<file path="src/rtl/trace_capture_buffer.sv">
// trace_capture_buffer
//   Records (pc, data, timestamp) samples into an on-chip FIFO whenever the
//   probed pc/data pair changes. Detects a stalled pc and stops capturing.
//   The buffer can still be drained by a debug reader after a halt.
//
// Ports:
//   clk         system clock, all logic on the rising edge
//   reset       synchronous, active-high reset
//   capture_en  qualifies sampling this cycle
//   pc_in       probed program counter
//   data_in     probed ALU result
//   rd_en       pop request
//   rd_valid    rd_* carry a popped entry this cycle
//   rd_pc       popped pc
//   rd_data     popped data
//   rd_ts       popped timestamp
//   count       current occupancy
//   empty       count == 0
//   full        count == DEPTH
//   overflow    sticky: a qualified sample was lost or overwritten
//   halted      sticky: stall detected, capture stopped until reset
//
// Build option:
//   TRACE_WRAP_EN  when defined, a push into a full buffer overwrites the
//                  oldest entry. When undefined, the new sample is dropped.
module trace_capture_buffer #(
  parameter int PC_W        = 32,
  parameter int DATA_W      = 32,
  parameter int DEPTH       = 16,
  parameter int TS_W        = 16,
  parameter int STALL_LIMIT = 8
) (
  input  logic                     clk,
  input  logic                     reset,
  input  logic                     capture_en,
  input  logic [PC_W-1:0]          pc_in,
  input  logic [DATA_W-1:0]        data_in,
  input  logic                     rd_en,
  output logic                     rd_valid,
  output logic [PC_W-1:0]          rd_pc,
  output logic [DATA_W-1:0]        rd_data,
  output logic [TS_W-1:0]          rd_ts,
  output logic [$clog2(DEPTH):0]   count,
  output logic                     empty,
  output logic                     full,
  output logic                     overflow,
  output logic                     halted
);

  localparam int AW = $clog2(DEPTH);
  localparam int CW = AW + 1;
  localparam int SW = $clog2(STALL_LIMIT + 1);
  localparam int EW = PC_W + DATA_W + TS_W;

  typedef enum logic [1:0] {ARMED, RUN, HALTED} state_t;

  state_t             state_reg, state_next;
  logic [SW-1:0]      stall_reg, stall_next;
  logic [PC_W-1:0]    last_pc_reg, last_pc_next;
  logic [DATA_W-1:0]  last_data_reg, last_data_next;
  logic [TS_W-1:0]    ts_reg;
  logic [AW-1:0]      wr_ptr_reg, rd_ptr_reg;
  logic [CW-1:0]      count_reg;
  logic               overflow_reg;
  logic               rd_valid_reg;
  logic [PC_W-1:0]    rd_pc_reg;
  logic [DATA_W-1:0]  rd_data_reg;
  logic [TS_W-1:0]    rd_ts_reg;

  logic [EW-1:0]      mem [DEPTH];

  logic record, pop, push, drop, is_full, rd_adv, count_up, count_down;

  // Capture FSM: decides whether this cycle's sample is recorded and
  // tracks how long the pc has stayed put.
  always_comb begin
    state_next     = state_reg;
    stall_next     = stall_reg;
    last_pc_next   = last_pc_reg;
    last_data_next = last_data_reg;
    record         = 1'b0;
    case (state_reg)
      ARMED: begin
        if (capture_en) begin
          record         = 1'b1;
          last_pc_next   = pc_in;
          last_data_next = data_in;
          state_next     = RUN;
        end
      end
      RUN: begin
        if (capture_en) begin
          record         = (pc_in != last_pc_reg) || (data_in != last_data_reg);
          last_pc_next   = pc_in;
          last_data_next = data_in;
          if (pc_in == last_pc_reg) begin
            stall_next = stall_reg + SW'(1);
            // Reaching the limit on this cycle halts; the sample itself
            // is still recorded above if it changed.
            if (stall_reg == SW'(STALL_LIMIT - 1)) begin
              state_next = HALTED;
            end
          end else begin
            stall_next = '0;
          end
        end
      end
      HALTED: begin
      end
      default: state_next = ARMED;
    endcase
  end

  // FIFO control. A pop in the same cycle frees a slot, so a full buffer
  // only loses data when there is no simultaneous pop.
  always_comb begin
    is_full = (count_reg == CW'(DEPTH));
    pop     = rd_en && (count_reg != '0);
    drop    = record && is_full && !pop;
`ifdef TRACE_WRAP_EN
    push    = record;
    rd_adv  = pop || drop;   // overwrite: oldest entry is discarded
`else
    push    = record && !drop;
    rd_adv  = pop;
`endif
    count_up   = push && !pop && !is_full;
    count_down = pop && !push;
  end

  always_ff @(posedge clk) begin
    if (reset) begin
      state_reg     <= ARMED;
      stall_reg     <= '0;
      last_pc_reg   <= '0;
      last_data_reg <= '0;
      ts_reg        <= '0;
      wr_ptr_reg    <= '0;
      rd_ptr_reg    <= '0;
      count_reg     <= '0;
      overflow_reg  <= 1'b0;
      rd_valid_reg  <= 1'b0;
      rd_pc_reg     <= '0;
      rd_data_reg   <= '0;
      rd_ts_reg     <= '0;
    end else begin
      state_reg     <= state_next;
      stall_reg     <= stall_next;
      last_pc_reg   <= last_pc_next;
      last_data_reg <= last_data_next;
      ts_reg        <= ts_reg + TS_W'(1);
      if (push)   wr_ptr_reg <= wr_ptr_reg + AW'(1);
      if (rd_adv) rd_ptr_reg <= rd_ptr_reg + AW'(1);
      if (count_up) begin
        count_reg <= count_reg + CW'(1);
      end else if (count_down) begin
        count_reg <= count_reg - CW'(1);
      end
      if (drop) overflow_reg <= 1'b1;
      rd_valid_reg <= pop;
      // Registered read; when a full buffer pushes and pops together the
      // pointers coincide and this picks up the old entry before the write.
      if (pop) begin
        rd_pc_reg   <= mem[rd_ptr_reg][EW-1 -: PC_W];
        rd_data_reg <= mem[rd_ptr_reg][TS_W +: DATA_W];
        rd_ts_reg   <= mem[rd_ptr_reg][TS_W-1:0];
      end
    end
  end

  // Storage array kept free of reset so it maps onto block RAM.
  always_ff @(posedge clk) begin
    if (push && !reset) begin
      mem[wr_ptr_reg] <= {pc_in, data_in, ts_reg};
    end
  end

  assign rd_valid = rd_valid_reg;
  assign rd_pc    = rd_pc_reg;
  assign rd_data  = rd_data_reg;
  assign rd_ts    = rd_ts_reg;
  assign count    = count_reg;
  assign empty    = (count_reg == '0);
  assign full     = is_full;
  assign overflow = overflow_reg;
  assign halted   = (state_reg == HALTED);

endmodule

</file>
<file path="config.mk">
export PLATFORM = sky130hd
export DESIGN_NAME = trace_capture_buffer
export DESIGN_NICKNAME = d
export VERILOG_FILES = /design/src/rtl/trace_capture_buffer.sv
export SDC_FILE = /design/constraint.sdc
export NUM_CORES = 1
export LEC_CHECK = 0
export CAP_MARGIN = 20
export CELL_PAD_IN_SITES_DETAIL_PLACEMENT = 2
export CELL_PAD_IN_SITES_GLOBAL_PLACEMENT = 2
export CORE_ASPECT_RATIO = 0.5
export CORE_MARGIN = 2
export CORE_UTILIZATION = 52
export DETAILED_ROUTE_END_ITERATION = 7
export GPL_TIMING_DRIVEN = 0
export PLACE_DENSITY = 0.94
export SYNTH_ARGS = -nofsm -noshare
export SYNTH_HDL_FRONTEND = slang
export SYNTH_SLANG_ARGS = --single-unit
</file>
<file path="constraint.sdc">
create_clock -name clk -period 26.4 [get_ports clk]
set_input_delay 3.96 -clock clk [delete_from_list [all_inputs] [get_ports clk]]
set_output_delay 3.96 -clock clk [all_outputs]
set_load 0.02 [all_outputs]
</file>
==> qor.csv, run 1 <==
metric,value,unit
status,aborted with a tool error,
stop_stage,detailed placement,
error_message,[ERROR DPL-0033] detailed placement checks failed during check placement.,
rows,84,
yosys.area.top_type_share,0.695,
synth_area_leader_cell,edfxtp_1,
fp.dieH,235,um
gp_congestion,0.827,
synth-seq-area-share,0.760,
io_pins,158,
hpwl,139,mm
ys_warn_count,0,
die_x,465,um
port_buffers,157,
ys_ff_latch,1461,
netlist-cell-type-count,44,
synth_area_leaders,"edfxtp_1, mux4_2, dfxtp_1",
synth_fp_nets,2783,
synth_cells,2704,
synth_area,0.0553,sq mm
syn_avg_cell_area,20.5,sq um
start_util,0.525,
[Yosys cell counts, drive strengths merged]
library cell   instances
xor2                  51
a31oi                  1
o21ba                  1
a2bb2oi                1
mux2i                  2
xnor2                 33
or2                    1
buf                   48
clkdlybuf4s50          1
mux4                 400
inv                    9
and3                  14
fa                     1
nor2b                  6
nor2                  42
nand2                300
o21ai                  5
edfxtp              1280
nor3                   6
and4                   2
mux2                   6
ha                    10
o21bai                 1
a21oi                153
and2b                  1
nor4                  13
clkbuf                97
nand2b                 2
a211oi                 2
a21o                   2
or4                    2
dfxtp                181
nand4                 15
or3                    3
nand3                 12
[cell families after synthesis]
family / after synthesis / share of synthesized area
fa+ha+maj: 11 / 0.00262
compound gates: 166 / 0.0157
flops: 1461 / 0.760
simple gates: 419 / 0.0318
mux: 408 / 0.164
xor+xnor: 84 / 0.0133
buf+inv: 155 / 0.0117
[per-stage QoR]
| step | instance area [sq um] | cells | setup slack [ps] | hold slack (ps) |
|---|---|---|---|---|
| 2_1_floorplan | 55300 | 2704 | 15290 | 448 |
| 3_3_place_gp | 58700 | 4280 | 6640 | 442 |
==> run 2: changes to the inputs <==
CELL_PAD_IN_SITES_DETAIL_PLACEMENT = not set   (was 2)
CELL_PAD_IN_SITES_GLOBAL_PLACEMENT = not set   (was 2)
CORE_ASPECT_RATIO = not set   (was 0.5)
CORE_UTILIZATION = 40   (was 52)
PLACE_DENSITY = not set   (was 0.94)
PLACE_DENSITY_LB_ADDON = 0.15   (was not set)
==> run 2 against run 1 <==
The run now ends clean; area after synthesis unchanged; synthesized cell count unchanged.
==> qor.csv, run 2 <==
metric,value,unit,change
maxCapViolCount,0,,
status,finished clean,,
grt_pass1_wl,209,mm,
nNetsFinal,3182,,
hpwl,92.7,mm,-33%
synth_fp_nets,2783,,unchanged
top_register,mem,,
totalWireLength,148,mm,
worstReg2RegStart,count[0]$_SDFFE_PP0P_,,
cts-resized-gates,0,,
synth_most_common_cell,edfxtp_1,,
first_pass_iters,7,,
cts_made_buffers,153,,
clockRootBuffer,clkbuf_16,,
synth_area_leaders,"edfxtp_1, mux4_2, dfxtp_1",,
crit_type,input pin to register,,
setup_viol,0,,
ys_ff_latch,1461,,unchanged
track_usage,0.211,,
p_leak,20.6,nW,
final_antenna_net_count,0,,
synth_common_cells,"edfxtp_1, mux4_2, nand2_1, dfxtp_1, a21oi_1",,
final_common_cell,edfxtp_1,,
tightest_slew,1200,ps,
placedCellCount,4739,,
cts.path.max_buffers,3,,
wl_per_cell,29.4,um,
netlist-cell-type-count,44,,unchanged
die_x,376,um,-19%
holdCritStartpoint,rd_pc[20]$_SDFFE_PP0P_,,
tns,0,ps,
required,26870,ps,
layout_min_cycle_time,7720,ps,
io_pins,158,,unchanged
max-slew-margin-rel,0.200,,
power_density,89.9,mW/mm^2,
crit_start,data_in[0],,
synth_area_leader_cell,edfxtp_1,,
yosys.area.top_type_share,0.695,,unchanged
die_area,0.141,sq mm,
grt_max_degree,42,,
clock.fmax,0.129,GHz,
via_per_inst,5.55,,
post_cts_buffers,0,,
fp.dieH,376,um,+60%
path_max_fanout,18,,
coreArea,0.137,sq mm,
setup.worst_path.start_class,input pin,,
tritoncts,built,,
cts_sinks,1461,,
synth-seq-area-share,0.760,,unchanged
fin_crit_sh,0.293,,
fin_cells,5028,,
synth_edf_count,1280,,unchanged
report.final.hold_viol_count,0,,
port_buffers,157,,unchanged
syn_avg_cell_area,20.5,sq um,unchanged
synth_cells,2704,,unchanged
finish.utilization,0.479,,
worstSetupEndpointType,register,,
drc,0,,
synth_area,0.0553,sq mm,unchanged
drt_iter0_markers,2718,,
start_util,0.403,,-0.122
synth_flop_cell,edfxtp_1,,
skew,28.5,ps,
grt_setup_unrepaired,no,,
clkTransAtPathRegs,60,ps,
final_cell_mix,"edfxtp_1, mux4_2, nand2_1, dfxtp_1, clkbuf_16",,
rows,136,,+62%
arrival,8200,ps,
async_flop_share,0,,unchanged
slew_violations,0,,
ys_warn_count,0,,unchanged
area_growth,18.9,%,
grt.overflow.total,0,,
clk_latency,780,ps,
antenna_found_initial,14,,
postCtsHoldBufs,0,,
gp_congestion,0.772,,-6.7%
drive_above_1_share,0.240,,
num_vias,27900,,
hp-class,register to register,,
cts-htree-levels,4,,
grt_pass1_vias,28900,,
largest_reg_flops,1280,,
irDropWorstVdd,0.0502,mV,
-- run 2: cell counts after synthesis --
Identical to the previous run, type by type.
-- run 2: kinds of logic (layout without fill, tap and decap cells) --
family,after synthesis,in the layout,synth area share
AOI/OAI and AO/OA,166,166,0.0157
xor gates and xnor gates,84,84,0.0133
adders and majority gates,11,11,0.00262
buffers and inverters,155,684,0.0117
DFF,1461,1461,0.760
muxes,408,408,0.164
other,0,1,0
and+or+nand+nor,419,419,0.0318
-- run 2: worst max-delay path, cell delays in order --
cell	delay, ps
clkdlybuf4s50_1	1020
xor2_1	370
nor4_1	130
nand4_1	150
nor4_1	110
a211oi_2	560
nand2_1	330
nor3_2	730
buf_6	250
buf_6	170
buf_6	180
buf_6	180
-- run 2: routing by layer --
layer,track usage,vias to the layer above,part of all wire
met1,0.283,14900,0.41
met3,0.0423,254,0.064
met5,0,-,0.00070
li1,-,11800,-
met2,0.350,922,0.49
met4,0.0625,18,0.026
-- run 2: final cells by class --
cell class | instances | area (sq um)
multi-input combinational | 1088 | 12700
inverter | 9 | 33.8
timing repair buffer | 244 | 2960
sequential | 1461 | 42100
clock buffer | 220 | 4450
clock inverter | 65 | 691
fill | 11300 | 71600
antenna | 1 | 2.50
buffer | 146 | 619
tap | 1794 | 2240
-- run 2: where the power goes --
| group | internal (W) | switching, W |
|---|---|---|
| clock | 0.00130 | 0.000887 |
| combinational | 0.000493 | 0.000604 |
| sequential | 0.00258 | 0.0000475 |
-- run 2: final timing paths --
check / endpoint / slack [ps] / depth (start not counted)
worst max-delay path: mem[3][0]$_DFFE_PP_ / 18680 / 12
worst min-delay path: rd_pc[20]$_SDFFE_PP0P_ / 460 / 2
worst max register to register: mem[3][0]$_DFFE_PP_ / 21890 / 11
worst min register to register: rd_pc[20]$_SDFFE_PP0P_ / 460 / 2
-- run 2: per-stage QoR --
step | instance area (sq um) | total power, W | hold slack [ps] | setup WS (ps)
2_1_floorplan | 55300 | 0.00335 | 448 | 15290
3_3_place_gp | 59100 | 0.00377 | 449 | 5510
3_5_place_dp | 60600 | 0.00379 | 450 | 17920
4_1_cts | 65700 | 0.00598 | 458 | 18740
5_1_grt | 65700 | 0.00612 | 476 | 18470
6_report | 65700 | 0.00591 | 456 | 18680
No activity file was read; power rests on OpenSTA's default activity.
==> run 3: changes to the inputs <==
clock period = 6.3 ns   (was 26.4 ns; I/O delays follow)
==> results of run 3 <==
Same layout as run 2 (identical final DEF). Status: finished clean.
Among the figures that moved: setup slack after placement 17920 ps -> 837 ps; setup slack after layout 18680 ps -> 1590 ps; register-to-register setup slack 21890 ps -> 1790 ps; total power 0.00591 W -> 0.0248 W; worst IR drop on VDD 0.0502 mV -> 0.210 mV
